==> config.mk <==
export PLATFORM = sky130hd
export DESIGN_NAME = prio_arbiter4_flat
export DESIGN_NICKNAME = d
export VERILOG_FILES = /design/src/rtl/prio_arbiter4_if.sv /design/src/rtl/prio_arbiter4.sv /design/src/flat_wrapper.sv
export SDC_FILE = /design/constraint.sdc
export NUM_CORES = 1
export LEC_CHECK = 0
export ABC_AREA = 1
export CAP_MARGIN = 20
export CORE_MARGIN = 5
export CORE_UTILIZATION = 51
export DETAILED_ROUTE_END_ITERATION = 8
export GPL_TIMING_DRIVEN = 1
export PLACE_DENSITY = 0.77
export SETUP_SLACK_MARGIN = 0.1
export SLEW_MARGIN = 20
export SYNTH_ARGS = -nofsm -noshare
export SYNTH_HDL_FRONTEND = slang
export SYNTH_SLANG_ARGS = --single-unit
export TNS_END_PERCENT = 1
==> constraint.sdc <==
create_clock -name clk -period 1.5 [get_ports clk]
set_clock_uncertainty 0.05 [all_clocks]
set_input_delay 0.225 -clock clk [delete_from_list [all_inputs] [get_ports clk]]
set_output_delay 0.225 -clock clk [all_outputs]
set_load 0.05 [all_outputs]
==> src/rtl/prio_arbiter4_if.sv <==
// rtl/prio_arbiter4_if.sv - request/grant bundle between clients and prio_arbiter4
interface prio_arbiter4_if;
    logic [3:0] req;
    logic [3:0] gnt;
    logic [1:0] gnt_id;
    logic       gnt_valid;
    logic       busy;

    // Client side: raises requests, observes the grant.
    modport master (
        output req,
        input  gnt,
        input  gnt_id,
        input  gnt_valid,
        input  busy
    );

    // Arbiter side: samples requests, drives the registered grant.
    modport slave (
        input  req,
        output gnt,
        output gnt_id,
        output gnt_valid,
        output busy
    );
endinterface

==> src/rtl/prio_arbiter4.sv <==
// rtl/prio_arbiter4.sv - 4-way registered arbiter with hold limit; PRIO_ARBITER4_ROUND_ROBIN_EN selects rotating priority
module prio_arbiter4 #(
    parameter int MAX_HOLD = 8
) (
    input  logic           clk,
    input  logic           rst_n,
    prio_arbiter4_if.slave bus
);

    if (MAX_HOLD < 2 || MAX_HOLD > 255) begin : g_bad_max_hold
        $error("prio_arbiter4: MAX_HOLD must be in 2..255");
    end

    // Last hold_cnt value of a grant; reaching it forces the release.
    localparam logic [7:0] HOLD_LAST = 8'(MAX_HOLD - 1);

    typedef enum logic [1:0] {
        IDLE    = 2'd0,
        GRANT   = 2'd1,
        RELEASE = 2'd2
    } state_t;

    state_t     state,       state_d;
    logic [3:0] gnt_q,       gnt_d;
    logic [1:0] gnt_id_q,    gnt_id_d;
    logic       gnt_valid_q, gnt_valid_d;
    logic       busy_q,      busy_d;
    logic [7:0] hold_cnt,    hold_cnt_d;
    logic [1:0] last_id,     last_id_d;
    logic [1:0] win_id;
    logic       release_now;

`ifdef PRIO_ARBITER4_ROUND_ROBIN_EN
    // Rotating priority: start just below the previous owner and walk down with wrap.
    // Scanning from lowest to highest priority lets the last hit be the winner.
    always_comb begin
        logic [1:0] cand;
        cand   = 2'd0;
        win_id = last_id - 2'd1;
        for (int k = 3; k >= 0; k--) begin
            cand = last_id - 2'd1 - 2'(k);
            if (bus.req[cand]) begin
                win_id = cand;
            end
        end
    end
`else
    // Fixed priority: highest set request bit wins.
    always_comb begin
        win_id = 2'd0;
        if (bus.req[3]) begin
            win_id = 2'd3;
        end else if (bus.req[2]) begin
            win_id = 2'd2;
        end else if (bus.req[1]) begin
            win_id = 2'd1;
        end else begin
            win_id = 2'd0;
        end
    end

    // last_id only steers rotation; in fixed mode it is kept for visibility only.
    logic unused_last_id;
    assign unused_last_id = ^last_id;
`endif

    // Owner gives up the resource when it drops its request or hits the hold limit.
    assign release_now = !bus.req[gnt_id_q] || (hold_cnt == HOLD_LAST);

    // Next-state and next-output decode for the IDLE -> GRANT -> RELEASE cycle.
    always_comb begin
        state_d     = state;
        gnt_d       = gnt_q;
        gnt_id_d    = gnt_id_q;
        gnt_valid_d = gnt_valid_q;
        busy_d      = busy_q;
        hold_cnt_d  = hold_cnt;
        last_id_d   = last_id;

        unique case (state)
            IDLE: begin
                if (|bus.req) begin
                    state_d     = GRANT;
                    gnt_d       = 4'b0001 << win_id;
                    gnt_id_d    = win_id;
                    gnt_valid_d = 1'b1;
                    busy_d      = 1'b1;
                    hold_cnt_d  = 8'd0;
                end else begin
                    gnt_d       = 4'b0000;
                    gnt_valid_d = 1'b0;
                    busy_d      = 1'b0;
                end
            end
            GRANT: begin
                // Counter saturates so a long grant can never wrap past the limit.
                if (hold_cnt != HOLD_LAST) begin
                    hold_cnt_d = hold_cnt + 8'd1;
                end
                if (release_now) begin
                    state_d     = RELEASE;
                    gnt_d       = 4'b0000;
                    gnt_valid_d = 1'b0;
                    busy_d      = 1'b1;
                    last_id_d   = gnt_id_q;
                end
            end
            RELEASE: begin
                // Dead cycle separating two owners on the shared resource.
                state_d = IDLE;
                busy_d  = 1'b0;
            end
            default: begin
                state_d     = IDLE;
                gnt_d       = 4'b0000;
                gnt_valid_d = 1'b0;
                busy_d      = 1'b0;
            end
        endcase
    end

    // State and output registers; reset clears everything including last_id.
    always_ff @(posedge clk) begin
        if (!rst_n) begin
            state       <= IDLE;
            gnt_q       <= 4'b0000;
            gnt_id_q    <= 2'd0;
            gnt_valid_q <= 1'b0;
            busy_q      <= 1'b0;
            hold_cnt    <= 8'd0;
            last_id     <= 2'd0;
        end else begin
            state       <= state_d;
            gnt_q       <= gnt_d;
            gnt_id_q    <= gnt_id_d;
            gnt_valid_q <= gnt_valid_d;
            busy_q      <= busy_d;
            hold_cnt    <= hold_cnt_d;
            last_id     <= last_id_d;
        end
    end

    // Registered grant must be one-hot-or-zero and consistent with gnt_valid.
    always_ff @(posedge clk) begin
        if (rst_n) begin
            assert ($onehot0(gnt_q));
            assert (gnt_valid_q == (|gnt_q));
        end
    end

    assign bus.gnt       = gnt_q;
    assign bus.gnt_id    = gnt_id_q;
    assign bus.gnt_valid = gnt_valid_q;
    assign bus.busy      = busy_q;

endmodule

==> src/flat_wrapper.sv <==
// flat-port wrapper written by rule: the top's interface ports become plain ports
module prio_arbiter4_flat 
#(
    parameter int MAX_HOLD = 8
)
  (clk, rst_n, bus_req, bus_gnt, bus_gnt_id, bus_gnt_valid, bus_busy);
  prio_arbiter4_if bus_i ();
  input  logic clk;
  input  logic rst_n;
  input wire logic [$bits(bus_i.req)-1:0] bus_req;
  output wire logic [$bits(bus_i.gnt)-1:0] bus_gnt;
  output wire logic [$bits(bus_i.gnt_id)-1:0] bus_gnt_id;
  output wire logic [$bits(bus_i.gnt_valid)-1:0] bus_gnt_valid;
  output wire logic [$bits(bus_i.busy)-1:0] bus_busy;
  assign bus_i.req = bus_req;
  assign bus_gnt = bus_i.gnt;
  assign bus_gnt_id = bus_i.gnt_id;
  assign bus_gnt_valid = bus_i.gnt_valid;
  assign bus_busy = bus_i.busy;
  prio_arbiter4 #(.MAX_HOLD(MAX_HOLD)) u_core (.clk(clk), .rst_n(rst_n), .bus(bus_i));
endmodule
==> impl_metrics.json, run 1 <==
{
  "io_pins": 14,
  "cts_max_level": 1,
  "clk_latency_ns": 0.30,
  "synth_top_area_share_pct": 41.1,
  "finalSetupViolations": 0,
  "fin_crit_sh_pct": 89.7,
  "synth_area_leaders": "dfxtp_1, nand2_1, a21oi_1, inv_1, nand3_1",
  "synth-compound-area-share_pct": 13.4,
  "grt_pass1_vias": 822,
  "antenna_found_initial": 0,
  "rows": 15,
  "critPathBufInv": 0,
  "nFillCells": 118,
  "first_iter_violations": 12,
  "pwr-share-seq_pct": 41.9,
  "via_per_inst": 5.23,
  "cts.clk_slew.worst_paths_ns": 0.11,
  "avgRoutedWirePerCell_um": 12.2,
  "syn_nets": 132,
  "muxShareOfSynthArea_pct": 0,
  "total_power_mw": 1.38,
  "cts_hold_buf": 0,
  "worstPathRequired_ns": 1.69,
  "numCtsBuffers": 3,
  "overflow": 0,
  "synth_edf_count": 0,
  "diodes": 0,
  "worstSetupEndpointType": "flop",
  "postRouteAntennaNets": 0,
  "internal_power_mw": 0.891,
  "min_period_ns": 1.35,
  "syn_inst": 125,
  "drive_above_1_share_pct": 30.5,
  "ys_warn_count": 0,
  "synth_top_cell_by_area": "dfxtp_1",
  "switching_power_mw": 0.489,
  "cp_common_cell": "nand2_2",
  "p_comb_share_pct": 35.7,
  "layout_setup_ws_ns": 0.154,
  "status": "completed",
  "final_util_pct": 75.3,
  "post-route-drc-count": 0,
  "synth.cells.most_frequent": "nand2_1, dfxtp_1, inv_1",
  "worst_slew_margin_rel_pct": 86.0,
  "power.leakage_nw": 0.542,
  "fmax_ghz": 0.743,
  "path_class": "flop to flop",
  "core_mm2": 0.00169,
  "crit_path_start_kind": "flop",
  "hp-class": "flop to flop",
  "placed_area_mm2": 0.00116,
  "power.clock.fraction_pct": 22.3,
  "hpwlAfterDp_um": 1490,
  "crit_slowest_cell": "dfxtp_4",
  "wl_um": 2050,
  "switching_share_pct": 35.4,
  "die_x_um": 51.5,
  "cts-root-buf": "clkbuf_4",
  "critPathLaunch": "u_core.hold_cnt[0]",
  "avgSynthCellArea_um2": 7.02,
  "hp-start": "u_core.bus.gnt[2]",
  "worst_pin_slew_ns": 0.210,
  "synth_area_um2": 877,
  "ys_types": 21,
  "synth_ff_type": "dfxtp_1",
  "grt_pass1_wl_um": 3390,
  "yosys.area_share.simple_pct": 34.7,
  "ir_worst_vdd_mv": 0.639,
  "cts_tree": "done",
  "synth-seq-cells": 18,
  "drv_cap": 0,
  "dr.pass1.iters": 4,
  "hold_violations": 0,
  "cp.arrival_ns": 1.53,
  "syn_to_final_growth_pct": 44.9,
  "power_density_mw_per_mm2": 1090,
  "whs_ns": 0.452,
  "num_vias": 879,
  "crit_family": "flip-flops",
  "drv_slew": 0,
  "synth_fa_ha_area_share_pct": 1.43,
  "die_area_mm2": 0.00265,
  "track_usage_pct": 17.2,
  "crit_fanout": 6,
  "dp_slack_ns": -0.102,
  "synth_top_family_by_area": "simple AND/OR/NAND/NOR gates",
  "grt_max_degree": 11,
  "clock-sinks": 18,
  "fin_area_mm2": 0.00127,
  "nNetsFinal": 159,
  "cts_buffer_depth": 2,
  "start_util_pct": 51.9,
  "port_buffers": 13,
  "yosysMostFrequentCell": "nand2_1",
  "ys_seq_area_share_pct": 41.1,
  "critical_path.max_stage_delay_ns": 0.39,
  "rsz0062_at_grt": "true",
  "chipHeight_um": 51.5,
  "synthArstFlopShare_pct": 0,
  "worstPathCellList": "ha_4 > nand3_4 > o21ai_4 > nand2_4 > nand2_2 > nand2_2 > a21oi_2",
  "globalplace.congestion": 0.894,
  "synth_xor_xnor_area_share_pct": 0,
  "r2r-start": "u_core.hold_cnt[0]"
}
## per-layer routing
metal	GRT usage [%]	vias to the layer above	routed length, um
li1	-	456	-
met1	19.4	396	887
met2	29.9	17	1030
met3	3.79	10	52
met4	9.17	0	77
met5	0	-	0
## flip-flops by register name (all words and copies together) (netlist names)
name and cells:
u_core.bus.gnt_valid 1, u_core.hold_cnt 8, u_core.state 2, u_core.bus.gnt_id 2
u_core.bus.gnt 4, u_core.bus.busy 1
## final cells by class
| class | count | area [um2] | share of cell area (%) |
|---|---|---|---|
| clock buffer | 4 | 36.3 | 2.85 |
| inverter | 19 | 71.3 | 5.61 |
| multi-input combinational | 88 | 494 | 38.9 |
| sequential | 18 | 370 | 29.1 |
| tap | 17 | 21.3 | 1.67 |
| timing repair buffer | 22 | 278 | 21.9 |
## final timing paths
kind | end | slack (ns) | cells after the start
hold reg to reg | u_core.bus.gnt[2] | 0.45 | 2
setup / recovery | u_core.hold_cnt[6] | 0.15 | 7
setup reg to reg | u_core.hold_cnt[6] | 0.15 | 7
hold / removal | u_core.bus.gnt[2] | 0.45 | 2
## worst reg2reg max path, cell delays in order, from the launching register on
cell     delay, ns
dfxtp_4       0.39
ha_4          0.14
nand3_4       0.09
o21ai_4       0.23
nand2_4       0.10
nand2_2       0.08
nand2_2       0.05
a21oi_2       0.15
## cell usage in the layout (no fill, tap or decap), types with 2 or more instances in the layout
cell type        instances
a21oi_1                 13
buf_12                   8
buf_4                    9
clkbuf_4                 3
clkdlybuf4s50_1          5
dfxtp_1                 14
dfxtp_2                  2
dfxtp_4                  2
inv_1                   15
inv_2                    3
nand2_1                 26
nand2_2                  5
nand2_4                  2
nand3_1                 10
nor2_1                  13
nor2_2                   3
o21ai_0                  4
## stage by stage
stage / std cells / TNS (ns)
3_5_place_dp: 162 / -0.456
6_report: 168 / 0
3_3_place_gp: 162 / -0.0606
5_1_grt: 168 / 0
2_1_floorplan: 125 / 0
4_1_cts: 168 / 0
## kinds of logic after synthesis
group | Yosys count
adder cells (fa/ha/maj) | 1
AND/OR/NAND/NOR | 64
flip-flops | 18
AO/OA/AOI/OAI | 22
buffers and inverters | 20
## power groups by stage
stage,combinational (mW),sequential [mW],clock (mW)
floorplan,0.195,0.647,0
global route,0.537,0.585,0.333
global placement,0.445,0.578,0
finish,0.493,0.579,0.308
detailed placement,0.451,0.580,0
CTS,0.476,0.571,0.311
## timing repair
item,in CTS,in global routing
gates cloned,1,0
resized for setup,5,13
pin swaps,2,4
buffers inserted,1,0
endpoints found under the hold margin,0,0
setup endpoints to repair,7,12
(Power assumes the default switching activity.)
==> run 2, diff against run 1 <==
- CORE_UTILIZATION: 51 -> 46
- PLACE_DENSITY: 0.77 -> 0.73
- clock period: 1.5 -> 1.15 ns (I/O delays scaled with it)
==> impl_metrics.json, run 2 (synthesis gave the netlist of run 1 again) <==
{
  "cp.arrival_ns": 1.56,
  "finalSetupViolations": 16,
  "clock-sinks": 18,
  "fin_crit_sh_pct": 118,
  "grt_pass1_wl_um": 3770,
  "fmax_ghz": 0.737,
  "cts_buffer_depth": 2,
  "final-instance-count-excl-fill": 187,
  "rsz0062_at_grt": "true",
  "cts_tree": "done",
  "numCtsBuffers": 3,
  "layout_commonest_cell": "nand2_1",
  "post-route-drc-count": 0,
  "whs_ns": 0.462,
  "syn_to_final_growth_pct": 59.5,
  "worstPathRequired_ns": 1.35,
  "power_density_mw_per_mm2": 1360,
  "cts-root-buf": "clkbuf_4",
  "hold_violations": 0,
  "largest_reg_flops": 8,
  "power.leakage_nw": 0.607,
  "total_power_mw": 1.91,
  "placed_area_mm2": 0.00128,
  "violations": "setup timing",
  "die_area_mm2": 0.00288,
  "start_util_pct": 49.7,
  "io_pins": 14,
  "min_period_ns": 1.36,
  "place_inst": 182,
  "crit_slowest_cell": "dfxtp_4",
  "clk_latency_ns": 0.30,
  "via_per_inst": 5.09,
  "ir_worst_vdd_mv": 0.865,
  "globalplace.congestion": 0.813,
  "drv_slew": 0,
  "top_register": "u_core.hold_cnt",
  "port_buffers": 13,
  "crit_path_start_kind": "flop",
  "path_class": "flop to flop",
  "nFillCells": 126,
  "avgRoutedWirePerCell_um": 13.6,
  "worst_slew_margin_rel_pct": 84.0,
  "cp_common_cell": "nand2_1",
  "hp-class": "flop to flop",
  "finalSetupTns_ns": -2.14,
  "dr.pass1.iters": 4,
  "cts_setup_buffers": 0,
  "overflow": 0,
  "hpwlAfterDp_um": 1750,
  "antenna_found_initial": 0,
  "die_x_um": 53.7,
  "dp_slack_ns": -0.403,
  "layout_common_cells": "nand2_1, buf_4, inv_1",
  "num_vias": 952,
  "first_iter_violations": 17,
  "diodes": 0,
  "status": "finished with violations",
  "crit_fanout": 3,
  "layout_setup_ws_ns": -0.206,
  "nNetsFinal": 170,
  "track_usage_pct": 18.2,
  "critical_path.max_stage_delay_ns": 0.37,
  "core_mm2": 0.00176,
  "drv_cap": 0,
  "cts.clk_slew.worst_paths_ns": 0.11,
  "postRouteAntennaNets": 0,
  "worst_pin_slew_ns": 0.238,
  "chipHeight_um": 53.7,
  "grt_max_degree": 11,
  "worstPathCellList": "buf_4 > nand3_1 > nor2_2 > nand2_1 > nor2_1 > nand2_2 > nand2_1 > nand2_1 > nor2_1",
  "rows": 15,
  "cts_max_level": 1,
  "fin_area_mm2": 0.00140,
  "drive_above_1_share_pct": 40.1,
  "grt_pass1_vias": 880,
  "wl_um": 2540,
  "final_util_pct": 79.3,
  "worstSetupEndpointType": "flop"
}
[run 2: repair_timing]
item                                    4_1_cts  5_1_grt
endpoints found under the setup margin       26       26
pin swaps                                     1        2
gates cloned                                  1        0
hold buffers                                  0        0
resized for setup                             5       18
[run 2: worst max-delay path: cells and delay by family, from the launching register on]
kind          cells  cell delay [ns]
buf+inv           1             0.11
flops             1             0.37
simple gates      8             0.77
[run 2: final cells by class]
class	count	area (um2)	area share (%)
Clock buffer	4	36.3	2.59
Tap cell	25	31.3	2.24
Multi-Input combinational cell	88	527	37.7
Inverter	19	73.8	5.28
Timing Repair Buffer	33	360	25.8
Sequential cell	18	370	26.5
[run 2: per-layer routing]
metal | GRT usage [%] | vias to the layer above | share of wire [%]
met5 | 0 | - | 0
met4 | 10.2 | 0 | 1.7
met3 | 3.32 | 5 | 2.1
met2 | 32.3 | 20 | 56
met1 | 20.1 | 457 | 40
li1 | - | 470 | -
[run 2: where the power goes]
| part | internal, mW | switching [mW] | total, mW | leakage (nW) |
|---|---|---|---|---|
| clock network | 0.193 | 0.206 | 0.399 | 0.0210 |
| logic | 0.334 | 0.421 | 0.755 | 0.436 |
| registers | 0.688 | 0.0647 | 0.753 | 0.150 |
[run 2: final timing paths]
path,startpoint,to,slack [ns],cells after the start
hold / removal,u_core.bus.gnt_valid,u_core.bus.gnt_valid,0.46,2
hold reg to reg,u_core.bus.gnt_valid,u_core.bus.gnt_valid,0.46,2
setup reg to reg,u_core.hold_cnt[1],u_core.hold_cnt[7],-0.21,9
setup / recovery,u_core.hold_cnt[1],u_core.hold_cnt[7],-0.21,9
